<file path="src/rtl/button_event_classifier_pkg.sv">
`default_nettype none
// ============================================================================
// Module   : button_event_classifier_pkg
// Purpose  : Shared types for the button gesture classifier: the FSM state
//            encoding and the gesture codes consumed by downstream control.
// Ports    : none (package)
// Revision : 1.0 - initial release
// ============================================================================
package button_event_classifier_pkg;

  typedef enum logic [2:0] {
    ST_INIT   = 3'd0,
    ST_IDLE   = 3'd1,
    ST_PRESS1 = 3'd2,
    ST_GAP    = 3'd3,
    ST_PRESS2 = 3'd4,
    ST_HOLD   = 3'd5
  } state_e;

  // Gesture codes for downstream logic that encodes the three pulses.
  localparam logic [1:0] GESTURE_NONE   = 2'd0;
  localparam logic [1:0] GESTURE_SHORT  = 2'd1;
  localparam logic [1:0] GESTURE_LONG   = 2'd2;
  localparam logic [1:0] GESTURE_DOUBLE = 2'd3;

endpackage
`default_nettype wire

</file>
<file path="src/rtl/button_event_classifier_if.sv">
`default_nettype none
// ============================================================================
// Module   : button_event_classifier_if
// Purpose  : Bundles the debounced button level and the classified gesture
//            pulses between the producer/consumer side and the classifier.
// Signals  : clean_in     - debounced button level (1 = pressed)
//            short_press  - one-cycle short press pulse
//            long_press   - one-cycle long press pulse
//            double_click - one-cycle double click pulse
//            busy         - classifier is not idle
// Modports : master - drives clean_in, observes the results
//            slave  - the classifier itself
// Revision : 1.0 - initial release
// ============================================================================
interface button_event_classifier_if;
  import button_event_classifier_pkg::*;

  logic clean_in;
  logic short_press;
  logic long_press;
  logic double_click;
  logic busy;

  modport master (
    output clean_in,
    input  short_press,
    input  long_press,
    input  double_click,
    input  busy
  );

  modport slave (
    input  clean_in,
    output short_press,
    output long_press,
    output double_click,
    output busy
  );

endinterface
`default_nettype wire

</file>
<file path="src/rtl/button_event_classifier.sv">
`default_nettype none
// ============================================================================
// Module   : button_event_classifier
// Purpose  : Classifies debounced button gestures into short press, long
//            press or double click and emits one registered single-cycle
//            pulse per gesture.
// Ports    : clk     - system clock, all sampling on posedge
//            reset_n - asynchronous active-low reset
//            bus     - slave modport: clean_in in; short_press, long_press,
//                      double_click, busy out (all outputs registered)
// Revision : 1.0 - initial release
// ============================================================================
module button_event_classifier
  import button_event_classifier_pkg::*;
#(
  parameter int LONG_CYCLES   = 16_000_000,
  parameter int DCLICK_CYCLES = 5_000_000,
  parameter int CNT_WIDTH     = 24
) (
  input  logic                        clk,
  input  logic                        reset_n,
  button_event_classifier_if.slave    bus
);

  localparam longint MAX_CYCLES = (LONG_CYCLES > DCLICK_CYCLES) ?
                                  longint'(LONG_CYCLES) : longint'(DCLICK_CYCLES);

  generate
    if ((LONG_CYCLES < 2) || (DCLICK_CYCLES < 2) ||
        (MAX_CYCLES >= (64'sd1 <<< CNT_WIDTH))) begin : g_param_check
      $error("button_event_classifier: illegal LONG_CYCLES/DCLICK_CYCLES/CNT_WIDTH");
    end
  endgenerate

  localparam logic [CNT_WIDTH-1:0] CNT_ONE     = CNT_WIDTH'(1);
  localparam logic [CNT_WIDTH-1:0] LONG_LAST   = CNT_WIDTH'(LONG_CYCLES - 1);
  localparam logic [CNT_WIDTH-1:0] DCLICK_LAST = CNT_WIDTH'(DCLICK_CYCLES - 1);

  state_e               state_q, state_d;
  logic [CNT_WIDTH-1:0] cnt_q, cnt_d;
  logic                 short_q, short_d;
  logic                 long_q, long_d;
  logic                 double_q, double_d;
  logic                 busy_q, busy_d;

  always_ff @(posedge clk or negedge reset_n) begin
    if (!reset_n) begin
      state_q  <= ST_INIT;
      cnt_q    <= '0;
      short_q  <= 1'b0;
      long_q   <= 1'b0;
      double_q <= 1'b0;
      busy_q   <= 1'b1;
    end else begin
      state_q  <= state_d;
      cnt_q    <= cnt_d;
      short_q  <= short_d;
      long_q   <= long_d;
      double_q <= double_d;
      busy_q   <= busy_d;
    end
  end

  // The counter only increments while below its state's terminal value, so
  // it saturates at max(LONG_CYCLES, DCLICK_CYCLES)-1 by construction.
  always_comb begin
    state_d  = state_q;
    cnt_d    = cnt_q;
    short_d  = 1'b0;
    long_d   = 1'b0;
    double_d = 1'b0;

    case (state_q)
      ST_INIT: begin
        // A level already high out of reset is ignored until it drops.
        cnt_d = '0;
        if (!bus.clean_in) state_d = ST_IDLE;
      end
      ST_IDLE: begin
        cnt_d = '0;
        if (bus.clean_in) begin
          state_d = ST_PRESS1;
          cnt_d   = CNT_ONE;
        end
      end
      ST_PRESS1: begin
        if (bus.clean_in) begin
          if (cnt_q == LONG_LAST) begin
            long_d  = 1'b1;
            state_d = ST_HOLD;
            cnt_d   = '0;
          end else begin
            cnt_d = cnt_q + CNT_ONE;
          end
        end else begin
          state_d = ST_GAP;
          cnt_d   = CNT_ONE;
        end
      end
      ST_GAP: begin
        if (bus.clean_in) begin
          state_d = ST_PRESS2;
          cnt_d   = CNT_ONE;
        end else if (cnt_q == DCLICK_LAST) begin
          short_d = 1'b1;
          state_d = ST_IDLE;
          cnt_d   = '0;
        end else begin
          cnt_d = cnt_q + CNT_ONE;
        end
      end
      ST_PRESS2: begin
        // Holding the second press long still reports a double click only.
        if (!bus.clean_in) begin
          double_d = 1'b1;
          state_d  = ST_IDLE;
          cnt_d    = '0;
        end else if (cnt_q == LONG_LAST) begin
          double_d = 1'b1;
          state_d  = ST_HOLD;
          cnt_d    = '0;
        end else begin
          cnt_d = cnt_q + CNT_ONE;
        end
      end
      ST_HOLD: begin
        cnt_d = '0;
        if (!bus.clean_in) state_d = ST_IDLE;
      end
      default: begin
        state_d = ST_INIT;
        cnt_d   = '0;
      end
    endcase

    // Decoding the next state keeps busy aligned with the state register.
    busy_d = (state_d != ST_IDLE);
  end

  assign bus.short_press  = short_q;
  assign bus.long_press   = long_q;
  assign bus.double_click = double_q;
  assign bus.busy         = busy_q;

endmodule
`default_nettype wire

</file>
<file path="src/flat_wrapper.sv">
// flat-port wrapper written by rule: the top's interface ports become plain ports
module button_event_classifier_flat import button_event_classifier_pkg::*;
#(
  parameter int LONG_CYCLES   = 16_000_000,
  parameter int DCLICK_CYCLES = 5_000_000,
  parameter int CNT_WIDTH     = 24
)
  (clk, reset_n, bus_clean_in, bus_short_press, bus_long_press, bus_double_click, bus_busy);
  button_event_classifier_if bus_i ();
  input  logic clk;
  input  logic reset_n;
  input wire logic [$bits(bus_i.clean_in)-1:0] bus_clean_in;
  output wire logic [$bits(bus_i.short_press)-1:0] bus_short_press;
  output wire logic [$bits(bus_i.long_press)-1:0] bus_long_press;
  output wire logic [$bits(bus_i.double_click)-1:0] bus_double_click;
  output wire logic [$bits(bus_i.busy)-1:0] bus_busy;
  assign bus_i.clean_in = bus_clean_in;
  assign bus_short_press = bus_i.short_press;
  assign bus_long_press = bus_i.long_press;
  assign bus_double_click = bus_i.double_click;
  assign bus_busy = bus_i.busy;
  button_event_classifier #(.LONG_CYCLES(LONG_CYCLES), .DCLICK_CYCLES(DCLICK_CYCLES), .CNT_WIDTH(CNT_WIDTH)) u_core (.clk(clk), .reset_n(reset_n), .bus(bus_i));
endmodule
</file>
<file path="config.mk">
export PLATFORM = sky130hd
export DESIGN_NAME = button_event_classifier_flat
export DESIGN_NICKNAME = d
export VERILOG_FILES = /design/src/rtl/button_event_classifier_pkg.sv /design/src/rtl/button_event_classifier_if.sv /design/src/rtl/button_event_classifier.sv /design/src/flat_wrapper.sv
export SDC_FILE = /design/constraint.sdc
export NUM_CORES = 1
export LEC_CHECK = 0
export CAP_MARGIN = 20
export CORE_ASPECT_RATIO = 1.1
export CORE_MARGIN = 2
export CORE_UTILIZATION = 59
export CTS_CLUSTER_SIZE = 40
export DETAILED_ROUTE_END_ITERATION = 10
export PLACE_DENSITY = 0.8
export SYNTH_ARGS = -nofsm -noshare
export SYNTH_HDL_FRONTEND = slang
export SYNTH_SLANG_ARGS = --single-unit
</file>
<file path="constraint.sdc">
create_clock -name clk -period 2.4 [get_ports clk]
set_clock_uncertainty 0.1 [all_clocks]
set_input_delay 0.6 -clock clk [delete_from_list [all_inputs] [get_ports clk]]
set_output_delay 0.6 -clock clk [all_outputs]
set_load 0.05 [all_outputs]
</file>
# --- Yosys cells after proc, flatten, opt, wreduce, memory -nomap -nowiden ---
# Cells that the tools add are included.
# W data, S select, Z words.
op_classes:
  add_sub_neg: 1
  eq_ne: 8
  muxes: 23
  reduce_logical: 2
op_table:
  columns: ["op", "n"]
  rows:
  - ["$mux W24", 5]
  - ["$pmux W24 S4", 1]
  - ["$add A24 B1 Y24 const B", 1]
  - ["$eq A24 B23 Y1 const B", 1]
  - ["$eq A24 B24 Y1 const B", 1]
  - ["$mux W3", 7]
  - ["$pmux W3 S5", 1]
  - ["$mux W1", 9]
  - ["$eq A3 B2 Y1 const B", 2]
  - ["$eq A3 B3 Y1 const B", 2]
  - ["$eq A3 B1 Y1 const B", 1]
  - ["$logic_not A3 Y1", 1]
  - ["$ne A3 B1 Y1 const B", 1]
  - ["$reduce_or A2 Y1", 1]
word_totals:
  word_cells: 40
  output_inout_bits: 4
  inputBits: 3
  ff_bits: 31

# --- Longest topological paths before layout ---
# Gate-level depths: netlist (run 1).
depth:
  depth_word: 5
  depth_mapped: 6
  mapped_depth_nobuf: 5

# --- Worst setup path after synthesis (run 1) ---
# Ideal clock, no wire load.
synth_path:
  kind: "reg-to-reg"
  from: "register u_core.cnt_q[7]"
  to: "register u_core.cnt_q[16]"
  period_less_slack_ns: 2.095
  t_arrival_ns: 1.851
  path_buffers: 1
  stages_incl_launch_ff: 6
  slack_ns: 0.305
  required_time_ns: 2.157
  cell_sequence: "dfrtp_1 -> or4b_1 -> or4_4 -> o211ai_4 -> buf_6 -> a22oi_1"
synth_via:
  elab_chain_len: 4
  elab_cells_between_ends: 9
  classes_between: "add/sub: 1; eq/ne: 2; mux: 6"
synth_rtl:
  columns: ["item", "line_no", "rtl"]
  rows:
  - ["from (decl)", "button_event_classifier.sv:40", "logic [CNT_WIDTH-1:0] cnt_q, cnt_d;"]
  - ["from (signal assigned)", "button_event_classifier.sv:56", "cnt_q <= cnt_d;"]
  - ["$add A24 B1 Y24 (tied with other cells)", "button_event_classifier.sv:93, button_event_classifier.sv:109, button_event_classifier.sv:123", null]
  - ["$mux W24 (on tied branches)", "button_event_classifier.sv:88, button_event_classifier.sv:118, button_event_classifier.sv:104", null]
  - ["$mux W24 (on tied branches)", "button_event_classifier.sv:114, button_event_classifier.sv:87, button_event_classifier.sv:101", null]
  - ["$pmux W24 S4 (*)", "button_event_classifier.sv:73", "case (state_q)"]
  - ["named net u_core.cnt_d[16]", "button_event_classifier.sv:40", null]
# The timed path passes the listed nets; every way through them passes the cells marked *.

# --- Worst setup path in the final report (run 1) ---
layout_path:
  from: "register u_core.busy_q, in the netlist u_core.bus.busy"
  to: "output bus_busy"
layout_rtl:
  columns: ["item", "line_no", "rtl"]
  rows:
  - ["from (decl)", "button_event_classifier.sv:44", "logic busy_q, busy_d;"]
  - ["from (signal assigned)", "button_event_classifier.sv:60", "busy_q <= busy_d;"]
  - ["to (decl)", "flat_wrapper.sv:16", "output wire logic [$bits(bus_i.busy)-1:0] bus_busy;"]
# No word-level cell between the ends.

==> results of run 1 <==
[cell families (layout without fill, tap and decap cells)]
kind of cell               count (synthesis)  in the layout
and+or+nand+nor                           71             71
AOI/OAI and AO/OA                         47             47
DFF                                       31             31
xor gates and xnor gates                  14             14
buffers and inverters                     12             23
adders and majority gates                  1              1
[worst max path at each step]
stage / endpoint / from
6_report: bus_busy / u_core.bus.busy$_DFF_PN1_
3_3_place_gp: u_core.cnt_q[17]$_DFF_PN0_ / bus_clean_in
4_1_cts: bus_busy / u_core.bus.busy$_DFF_PN1_
3_5_place_dp: u_core.cnt_q[17]$_DFF_PN0_ / bus_clean_in
5_1_grt: bus_busy / u_core.bus.busy$_DFF_PN1_
2_1_floorplan: u_core.cnt_q[16]$_DFF_PN0_ / u_core.cnt_q[7]$_DFF_PN0_
[state kept, by name (all words and copies together) (netlist names)]
signal and flops:
u_core.bus.short_press 1, u_core.bus.busy 1, u_core.bus.double_click 1, u_core.bus.long_press 1, u_core.state_q 3, u_core.cnt_q 24
[placed cells by master, fill, tap and decap left out, types with 2 or more instances in the layout]
cell type / n
a21oi_1: 17
a22oi_1: 8
and3_1: 2
and4_1: 3
buf_4: 6
clkbuf_4: 5
clkdlybuf4s50_1: 6
dfrtp_1: 30
inv_1: 3
nand2_1: 9
nand2b_1: 4
nand3_1: 12
nand4_1: 6
nand4b_1: 2
nor2_1: 5
nor3_1: 4
nor3b_1: 2
nor4_1: 3
nor4b_1: 2
nor4bb_1: 2
o21ai_0: 4
o31ai_1: 6
or2_2: 2
or3_1: 6
or4_1: 4
xnor2_1: 8
xor2_1: 6
[where the power goes]
part / leakage, nW / internal [W] / switching, W / total [W]
logic: 0.244 / 0.000166 / 0.000218 / 0.000383
clock network: 0.0341 / 0.000136 / 0.000179 / 0.000314
registers: 0.423 / 0.000572 / 0.0000665 / 0.000639
[per-layer routing]
layer / vias to the layer above / global-route usage [%]
met5: - / 0
met1: 697 / 30.2
li1: 697 / -
met2: 34 / 40.3
met4: 0 / 11.1
met3: 7 / 5.97
[area by class of cell]
class | instances | area, µm²
Clock buffer | 6 | 51.3
Clock inverter | 1 | 5.00
Fill cell | 207 | 883
Inverter | 3 | 11.3
Multi-Input combinational cell | 133 | 883
Sequential cell | 31 | 777
Tap cell | 33 | 41.3
Timing Repair Buffer | 13 | 125
[through the flow]
step / power, W / setup slack (ns) / util (%) / instances / hold slack (ns)
floorplan: 0.000909 / 0.305 / - / 176 / 0.204
global placement: 0.00101 / 0.275 / 66.2 / 213 / 0.459
detailed placement: 0.00103 / 0.217 / 66.2 / 213 / 0.469
CTS: 0.00134 / 0.0496 / 68.2 / 220 / 0.491
global route: 0.00141 / 0.0245 / 68.2 / 220 / 0.513
finish: 0.00134 / 0.0666 / 68.2 / 220 / 0.489
==> out/qor.csv, run 1 <==
stage,metric,value,unit
status,status,completed,
synthesis,yosysSeqAreaShare,45.1,%
sta,finalSetupTns,0,ns
worst_setup_path,crit_path_end_kind,output port,
worst_setup_path,rr_worst_depth,6,
hold_path,hold_depth,2,
layout,final_area,0.00189,mm²
global_routing,grt_max_degree,32,
route,routed_via_density,6.52,
run,max_cap_violations,0,
hold_path,hold_start,u_core.cnt_q[17]$_DFF_PN0_,
synthesis,synth_adder_area_share,0.726,%
place,place.port_buffers,6,
route,drc,0,
floorplanning,core,0.00278,mm²
synthesis,synth_top_cell_by_area,dfrtp_1,
worst_setup_path,cp.arrival,1.63,ns
clock_network,cts_sinks,31,
clock_network,cts_buffers,5,
clock_network,cts_tree,yes,
floorplanning,std_cell_rows,20,
floorplanning,die_w,55.5,µm
global_routing,antenna_found_initial,0,
synthesis,syn_inst,176,
synthesis,synth_top_area_share,43.5,%
route,wl_met1,1.63,mm
place,routabilityCongestion,0.878,
power_and_ir_drop,power_leakage,0.701,nW
synthesis,synthTopCellsByCount,"dfrtp_1 (30), a21oi_1 (17), nand3_1 (12), nand2_1 (9)",
worst_setup_path,cpPeakStageDelay,0.78,ns
synthesis,synth_compound_area_share,18.4,%
global_routing,grt_overflow,0,
layout,drive_gt1_share,10.7,%
layout,syn_to_final_growth,9.87,%
sta,relSlewSlack,57.5,%
clock_network,ctsLongestPathBuffers,2,
hold_path,hp-class,register to register,
hold_path,min_to,u_core.cnt_q[17]$_DFF_PN0_,
clock_network,postCtsHoldBufs,0,
layout,finalNetCount,191,
sta,rsz0062_at_grt,no,
route,wirelength,3.65,mm
worst_setup_path,critPathBufInv,1,
synthesis,synthTopCellsByArea,"dfrtp_1 (44%), a21oi_1 (4.9%), xnor2_1 (4.1%)",
synthesis,synth_top_family_by_area,simple AND/OR/NAND/NOR gates,
worst_setup_path,worstReg2RegStart,u_core.cnt_q[1]$_DFF_PN0_,
synthesis,synth_nets,180,
sta,tightest_slew,0.628,ns
synthesis,synthArstFlopShare,100,%
power_and_ir_drop,ir_worst_vdd,0.553,mV
global_routing,grt_usage,24.1,%
route,ant_nets,0,
synthesis,synth_xor_area_share,7.11,%
route,wl_per_cell,16.6,µm
worst_setup_path,start_kind,register,
synthesis,syn_area,0.00172,mm²
route,drt_iter0_drc,67,
clock_network,path_clk_slew,0.10,ns
synthesis,ys_seq_elements,31,
global_routing,grt_pass1_wl,6.18,mm
floorplanning,ios,7,
clock_network,cts_root_buf,clkbuf_4,
synthesis,yosys_warnings,0,
worst_setup_path,path_depth,1,
floorplanning,die_h,60.7,µm
synthesis,synth_mux_area_share,0,%
sta,setup_violations,0,
clock_network,insertion_delay,0.33,ns
worst_setup_path,cp_top_family,buffers and inverters,
worst_setup_path,worstPathCellList,clkdlybuf4s50_1,
floorplanning,initial_core_util,62.1,%
synthesis,synth_most_common_cell,dfrtp_1,
clock_network,cts_setup_buffers,0,
synthesis,synth_simple_gate_area_share,25.0,%
worst_setup_path,path_class,register to output port,
route,wl_met3,146,µm
sta,hold_viol,0,
worst_setup_path,r2r_end,u_core.cnt_q[19]$_DFF_PN0_,
layout,antenna_cells,0,
clock_network,cts_max_level,2,
place,postPlaceCellArea,0.00184,mm²
synthesis,syn_area_per_cell,9.80,µm²
worst_setup_path,crit_path_max_fanout,1,
power_and_ir_drop,p_per_area,705,mW/mm²
sta,layout_min_cycle_time,2.33,ns
route,dr.pass1.iters,4,
synthesis,synth_edf_count,0,
route,dr_wl_met2,1.83,mm
synthesis,synth_cell_types,44,
route,num_vias,1435,
sta,slew_violations,0,
synthesis,synth-main-ff-cell,dfrtp_1,
floorplanning,die_area,0.00337,mm²
sta,fin_crit_sh,97.2,%
worst_setup_path,cpMaxStageDelayCell,clkdlybuf4s50_1,
worst_setup_path,cp.required,1.70,ns
route,route.top_layer_used,met4,
worst_setup_path,r2r_slack,0.21,ns
sta,max_freq,429,MHz
place,hpwl,2.62,mm
global_routing,first_global_vias,1331,
clock_network,post_cts_resized,0,
(Power assumes the default switching activity.)
==> run 2, diff against run 1 <==
--- a/config.mk
+++ b/config.mk
@@ -8,10 +8,10 @@
 export CAP_MARGIN = 20
 export CORE_ASPECT_RATIO = 1.1
 export CORE_MARGIN = 2
-export CORE_UTILIZATION = 59
+export CORE_UTILIZATION = 54
 export CTS_CLUSTER_SIZE = 40
 export DETAILED_ROUTE_END_ITERATION = 10
-export PLACE_DENSITY = 0.8
+export PLACE_DENSITY = 0.77
 export SYNTH_ARGS = -nofsm -noshare
 export SYNTH_HDL_FRONTEND = slang
 export SYNTH_SLANG_ARGS = --single-unit
==> constraint.sdc (replaced) <==
create_clock -name clk -period 1.9 [get_ports clk]
set_clock_uncertainty 0.1 [all_clocks]
set_input_delay 0.475 -clock clk [delete_from_list [all_inputs] [get_ports clk]]
set_output_delay 0.475 -clock clk [all_outputs]
set_load 0.05 [all_outputs]
==> run 2 against run 1 <==
The run now ends with setup timing left. Global-route usage rose by 0.48 points. Die area rose by 8.6%. Sequential share of layout area fell by 6.7 points. Largest power group unchanged. Highest routed layer unchanged.
==> out/qor.csv, run 2 (synthesized netlist as in run 1, its figures left out) <==
stage,metric,value,unit
floorplanning,initial_core_util,56.6,%
clock_network,cts_buffers,5,
layout,multi_input_area,990,µm²
power_and_ir_drop,p_per_area,835,mW/mm²
sta,fin_ws,-0.179,ns
worst_setup_path,r2r_end,u_core.cnt_q[21]$_DFF_PN0_,
place,routabilityCongestion,0.869,
global_routing,grt_usage,24.6,%
floorplanning,die_h,63.3,µm
place,place_inst,242,
sta,hold_ws,0.405,ns
worst_setup_path,crit_path_end_kind,register,
clock_network,cts_tree,yes,
worst_setup_path,cpPeakStageDelay,0.49,ns
sta,hold_viol,0,
route,routed_via_density,6.37,
worst_setup_path,path_class,register to register,
worst_setup_path,crit_start,u_core.cnt_q[7]$_DFF_PN0_,
layout,biggestRegsByFlops,"u_core.cnt_q x24, u_core.state_q x3",
floorplanning,die_w,57.9,µm
sta,max_freq,481,MHz
route,wirelength,4.55,mm
worst_setup_path,worstReg2RegStart,u_core.cnt_q[7]$_DFF_PN0_,
place,hpwl,2.96,mm
global_routing,grt_pass1_wl,6.84,mm
place,place.port_buffers,6,
sta,tightest_slew,0.396,ns
worst_setup_path,cpMaxStageDelayCell,or4b_1,
power_and_ir_drop,ir_worst_vdd,1.00,mV
worst_setup_path,worstPathCellList,"or4b_1, or4_4, o211ai_4, buf_6, a22oi_1",
power_and_ir_drop,power_leakage,0.897,nW
clock_network,ctsLongestPathBuffers,2,
worst_setup_path,start_kind,register,
layout,drive_gt1_share,32.1,%
status,status,"finished, violations left",
floorplanning,die_area,0.00366,mm²
global_routing,antenna_found_initial,0,
clock_network,path_clk_slew,0.10,ns
floorplanning,core,0.00305,mm²
sta,slew_violations,0,
status,violations,setup timing,
global_routing,grt_max_degree,32,
global_routing,first_global_vias,1468,
clock_network,cts_root_buf,clkbuf_4,
route,wl_per_cell,17.9,µm
worst_setup_path,rr_worst_depth,5,
clock_network,cts_sinks,31,
layout,fin_util,74.3,%
layout,regMostFlops,u_core.cnt_q,
worst_setup_path,cp.arrival,2.20,ns
place,dp_slack,-0.205,ns
worst_setup_path,cp-endpoint,u_core.cnt_q[21]$_DFF_PN0_,
run,max_cap_violations,0,
floorplanning,ios,7,
worst_setup_path,cp.required,2.02,ns
layout,final_common_cell,buf_4,
layout,n_fill_cell,228,
sta,setup_violations,29,
worst_setup_path,crit_path_max_fanout,13,
layout,seqCellArea,778,µm²
hold_path,hp-class,primary input to async pin,
sta,rsz0062_at_grt,yes,
route,ant_nets,0,
global_routing,grt_overflow,0,
layout,antenna_cells,0,
floorplanning,std_cell_rows,21,
route,dr.pass1.iters,4,
clock_network,insertion_delay,0.35,ns
sta,finalSetupTns,-4.01,ns
route,drc,0,
route,num_vias,1625,
worst_setup_path,r2r_slack,-0.18,ns
sta,layout_min_cycle_time,2.08,ns
layout,syn_to_final_growth,31.3,%
layout,stdcell_count,255,
sta,relSlewSlack,73.3,%
route,drt_iter0_drc,89,
clock_network,cts_max_level,2,
sta,fin_crit_sh,109,%
layout,finalNetCount,224,
clock_network,postCtsHoldBufs,0,
layout,largest_register_ffs,24,
layout,final_cell_mix,"buf_4 (40), dfrtp_1 (29), a21oi_1 (13)",
run 2: cell count changes in the layout (fill, tap and decap cells not counted), moves of 2 or more:
cell	change
a21oi_1	-4
o31ai_1	-2
a21oi_2	+4
buf_6	+3
o31ai_2	+2
clkdlybuf4s50_1	-4
buf_4	+34
run 2: how the worst min path moves through the flow:
stage / start / end / slack [ns]
2_1_floorplan: reset_n / u_core.bus.double_click$_DFF_PN0_ / 0.08
3_3_place_gp: u_core.cnt_q[19]$_DFF_PN0_ / u_core.cnt_q[19]$_DFF_PN0_ / 0.45
3_5_place_dp: u_core.cnt_q[19]$_DFF_PN0_ / u_core.cnt_q[19]$_DFF_PN0_ / 0.48
4_1_cts: reset_n / u_core.cnt_q[14]$_DFF_PN0_ / 0.42
5_1_grt: reset_n / u_core.cnt_q[18]$_DFF_PN0_ / 0.45
6_report: reset_n / u_core.state_q[2]$_DFF_PN0_ / 0.41
run 2: layout make-up:
cell class,instances,share of cell area [%]
sequential,31,34.4
clock buffer,8,3.04
timing repair buffer,46,16.5
multi-input combinational,133,43.7
tap,34,1.88
inverter,3,0.497
run 2: worst max-delay path: cells and delay by family (launching register included):
family	cells	cell delay, ns
buffers and inverters	1	0.19
and+or+nand+nor	2	0.96
AOI/OAI and AO/OA	2	0.30
DFF	1	0.40
run 2: where the power goes:
group | internal (W) | leakage, nW | switching, W
logic | 0.000299 | 0.437 | 0.000347
clock network | 0.000217 | 0.0386 | 0.000227
registers | 0.000723 | 0.421 | 0.0000767
total | 0.00124 | 0.897 | 0.000651
run 2: timing repair:
item / in CTS / in global routing
pin swaps: 0 / 5
setup endpoints to repair: 29 / 30
resized for setup: 8 / 11
setup buffers: 0 / 5
endpoints found under the hold margin: 0 / 0
run 2: per-layer routing:
metal,track usage (%),vias up,share of wire (%)
met2,37.9,54,50
met1,34.0,799,42
met3,6.98,10,5.7
li1,-,762,-
met5,0,-,0
met4,6.10,0,1.8
run 2: stage by stage:
step,instance area (µm²),power [W]
final,2260,0.00189
after CTS,2160,0.00183
after detailed placement,2050,0.00137
after floorplan,1740,0.00116
after global placement,2050,0.00135
after global routing,2260,0.00199
==> run 3, diff against run 2 <==
==> constraint.sdc (replaced) <==
create_clock -name clk -period 1.9 [get_ports clk]
set_clock_uncertainty 0.1 [all_clocks]
set_input_delay 0.19 -clock clk [delete_from_list [all_inputs] [get_ports clk]]
set_output_delay 0.19 -clock clk [all_outputs]
set_load 0.05 [all_outputs]
==> run 3 against run 2 <==
The flow still finishes with violations (setup timing). Non-clock buffer count unchanged. Sequential share of layout area grew 0.095 points. Register-to-register slack got worse by 0.04 ns. Sequential power is 1% lower. Total power down 2.3%. Sequential cell count is the same. Clock power fell by 1%. Largest cell class unchanged. Largest power group unchanged. Highest routed layer unchanged.
==> out/qor.csv, run 3 (synthesized netlist as in run 1, its figures left out) <==
stage,metric,value,unit
route,drt_iter0_drc,125,
place,place.port_buffers,6,
clock_network,cts_root_buf,clkbuf_4,
global_routing,grt_overflow,0,
route,wirelength,4.60,mm
place,hpwl,3.05,mm
layout,regMostFlops,u_core.cnt_q,
power_and_ir_drop,swShare,34.0,%
floorplanning,ios,7,
layout,finalNetCount,224,
global_routing,grt_usage,25.5,%
floorplanning,die_w,57.9,µm
worst_setup_path,crit_path_end_kind,register,
layout,biggestRegsByFlops,"u_core.cnt_q x24, u_core.state_q x3",
sta,slew_violations,0,
clock_network,insertion_delay,0.33,ns
route,dr.pass1.iters,4,
clock_network,cts_sinks,31,
route,dr_wl_met2,2.24,mm
route,routed_via_density,6.49,
global_routing,grt_max_degree,32,
power_and_ir_drop,p_int,0.00122,W
sta,rsz0062_at_grt,yes,
power_and_ir_drop,clkPwrFrac,23.8,%
global_routing,first_global_vias,1570,
route,wl_met1,1.97,mm
power_and_ir_drop,power_frac_seq,42.8,%
sta,hold_ws,0.139,ns
route,ant_nets,0,
route,num_vias,1654,
sta,relSlewSlack,64.1,%
route,wl_per_cell,18.1,µm
floorplanning,die_h,63.3,µm
layout,syn_to_final_growth,31.0,%
layout,drive_gt1_share,31.2,%
worst_setup_path,cp.arrival,2.23,ns
power_and_ir_drop,ir_worst_vdd,0.989,mV
worst_setup_path,cp.required,2.01,ns
clock_network,cts_tree,yes,
floorplanning,std_cell_rows,21,
floorplanning,die_area,0.00366,mm²
run,max_cap_violations,0,
floorplanning,core,0.00305,mm²
sta,hold_viol,0,
layout,largest_register_ffs,24,
route,wl_met3,269,µm
clock_network,ctsLongestPathBuffers,2,
route,drc,0,
layout,antenna_cells,0,
status,status,"finished, violations left",
hold_path,hp-class,primary input to async pin,
worst_setup_path,path_class,register to register,
power_and_ir_drop,p_per_area,817,mW/mm²
clock_network,path_clk_slew,0.09,ns
sta,fin_crit_sh,112,%
sta,layout_min_cycle_time,2.12,ns
status,violations,setup timing,
place,postPlaceCellArea,0.00204,mm²
power_and_ir_drop,power.switching,0.000627,W
power_and_ir_drop,combPwrFrac,33.4,%
clock_network,postCtsHoldBufs,0,
layout,final_cell_mix,"buf_4 (39), dfrtp_1 (29), a21oi_1 (13)",
route,route.top_layer_used,met4,
clock_network,cts_max_level,2,
layout,final_common_cell,buf_4,
worst_setup_path,crit_start,u_core.cnt_q[6]$_DFF_PN0_,
global_routing,grt_pass1_wl,7.15,mm
worst_setup_path,crit_path_max_fanout,23,
clock_network,cts_buffers,5,
layout,stdcell_count,255,
worst_setup_path,start_kind,register,
place,routabilityCongestion,0.938,
power_and_ir_drop,power_leakage,0.895,nW
worst_setup_path,worstReg2RegStart,u_core.cnt_q[6]$_DFF_PN0_,
global_routing,antenna_found_initial,0,
sta,max_freq,471,MHz
layout,final_area,0.00226,mm²
sta,fin_ws,-0.221,ns
sta,setup_violations,27,
sta,tightest_slew,0.534,ns
place,place_inst,239,
floorplanning,initial_core_util,56.6,%
run 3: per-stage QoR:
step / total power, W / setup TNS (ns) / utilization [%] / setup WS, ns
floorplan: 0.00116 / -3.48 / - / -0.170
CTS: 0.00182 / -4.68 / 71.7 / -0.211
global route: 0.00193 / -6.51 / 74.1 / -0.285
detailed placement: 0.00135 / -4.24 / 66.9 / -0.195
global placement: 0.00133 / -2.81 / 66.9 / -0.132
finish: 0.00185 / -4.71 / 74.1 / -0.221
run 3: layout make-up:
cell class                 count  area (µm²)
clock buffer                   8        68.8
fill                         202         790
inverter                       3        11.3
multi-input combinational    133         983
sequential                    31         778
tap                           34        42.5
timing repair buffer          46         374
run 3: what timing repair did:
action,in CTS,in global routing
pin swaps,0,3
gates resized for setup,8,8
buffers inserted,3,5
endpoints found under the setup margin,29,31
run 3: routing by layer:
metal | GRT usage (%) | vias up
li1 | - | 755
met1 | 32.9 | 815
met2 | 42.0 | 68
met3 | 4.93 | 16
met4 | 9.30 | 0
met5 | 0 | -
run 3: worst max-delay path, stage by stage (launching register included):
cell,delay [ns]
dfrtp_1,0.39
or4b_1,0.53
or4_4,0.48
o211ai_4,0.20
buf_12,0.19
a22oi_1,0.11
run 3: worst paths after layout:
check / depth (start not counted) / endpoint / slack, ns
max: 5 / u_core.cnt_q[17]$_DFF_PN0_ / -0.22
min: 2 / u_core.state_q[1]$_DFF_PN0_ / 0.14
max reg2reg: 5 / u_core.cnt_q[17]$_DFF_PN0_ / -0.22
min reg2reg: 2 / u_core.cnt_q[19]$_DFF_PN0_ / 0.48
max in group asynchronous: 2 / u_core.bus.busy$_DFF_PN1_ / 1.25
min in group clk: 2 / u_core.cnt_q[19]$_DFF_PN0_ / 0.48
run 3: power groups by stage:
stage          Clock [W]  Combinational [W]  Sequential (W)
6_report        0.000440           0.000616        0.000790
4_1_cts         0.000445           0.000584        0.000789
2_1_floorplan          0           0.000344        0.000814
3_3_place_gp           0           0.000545        0.000786
5_1_grt         0.000465           0.000670        0.000799
3_5_place_dp           0           0.000559        0.000794
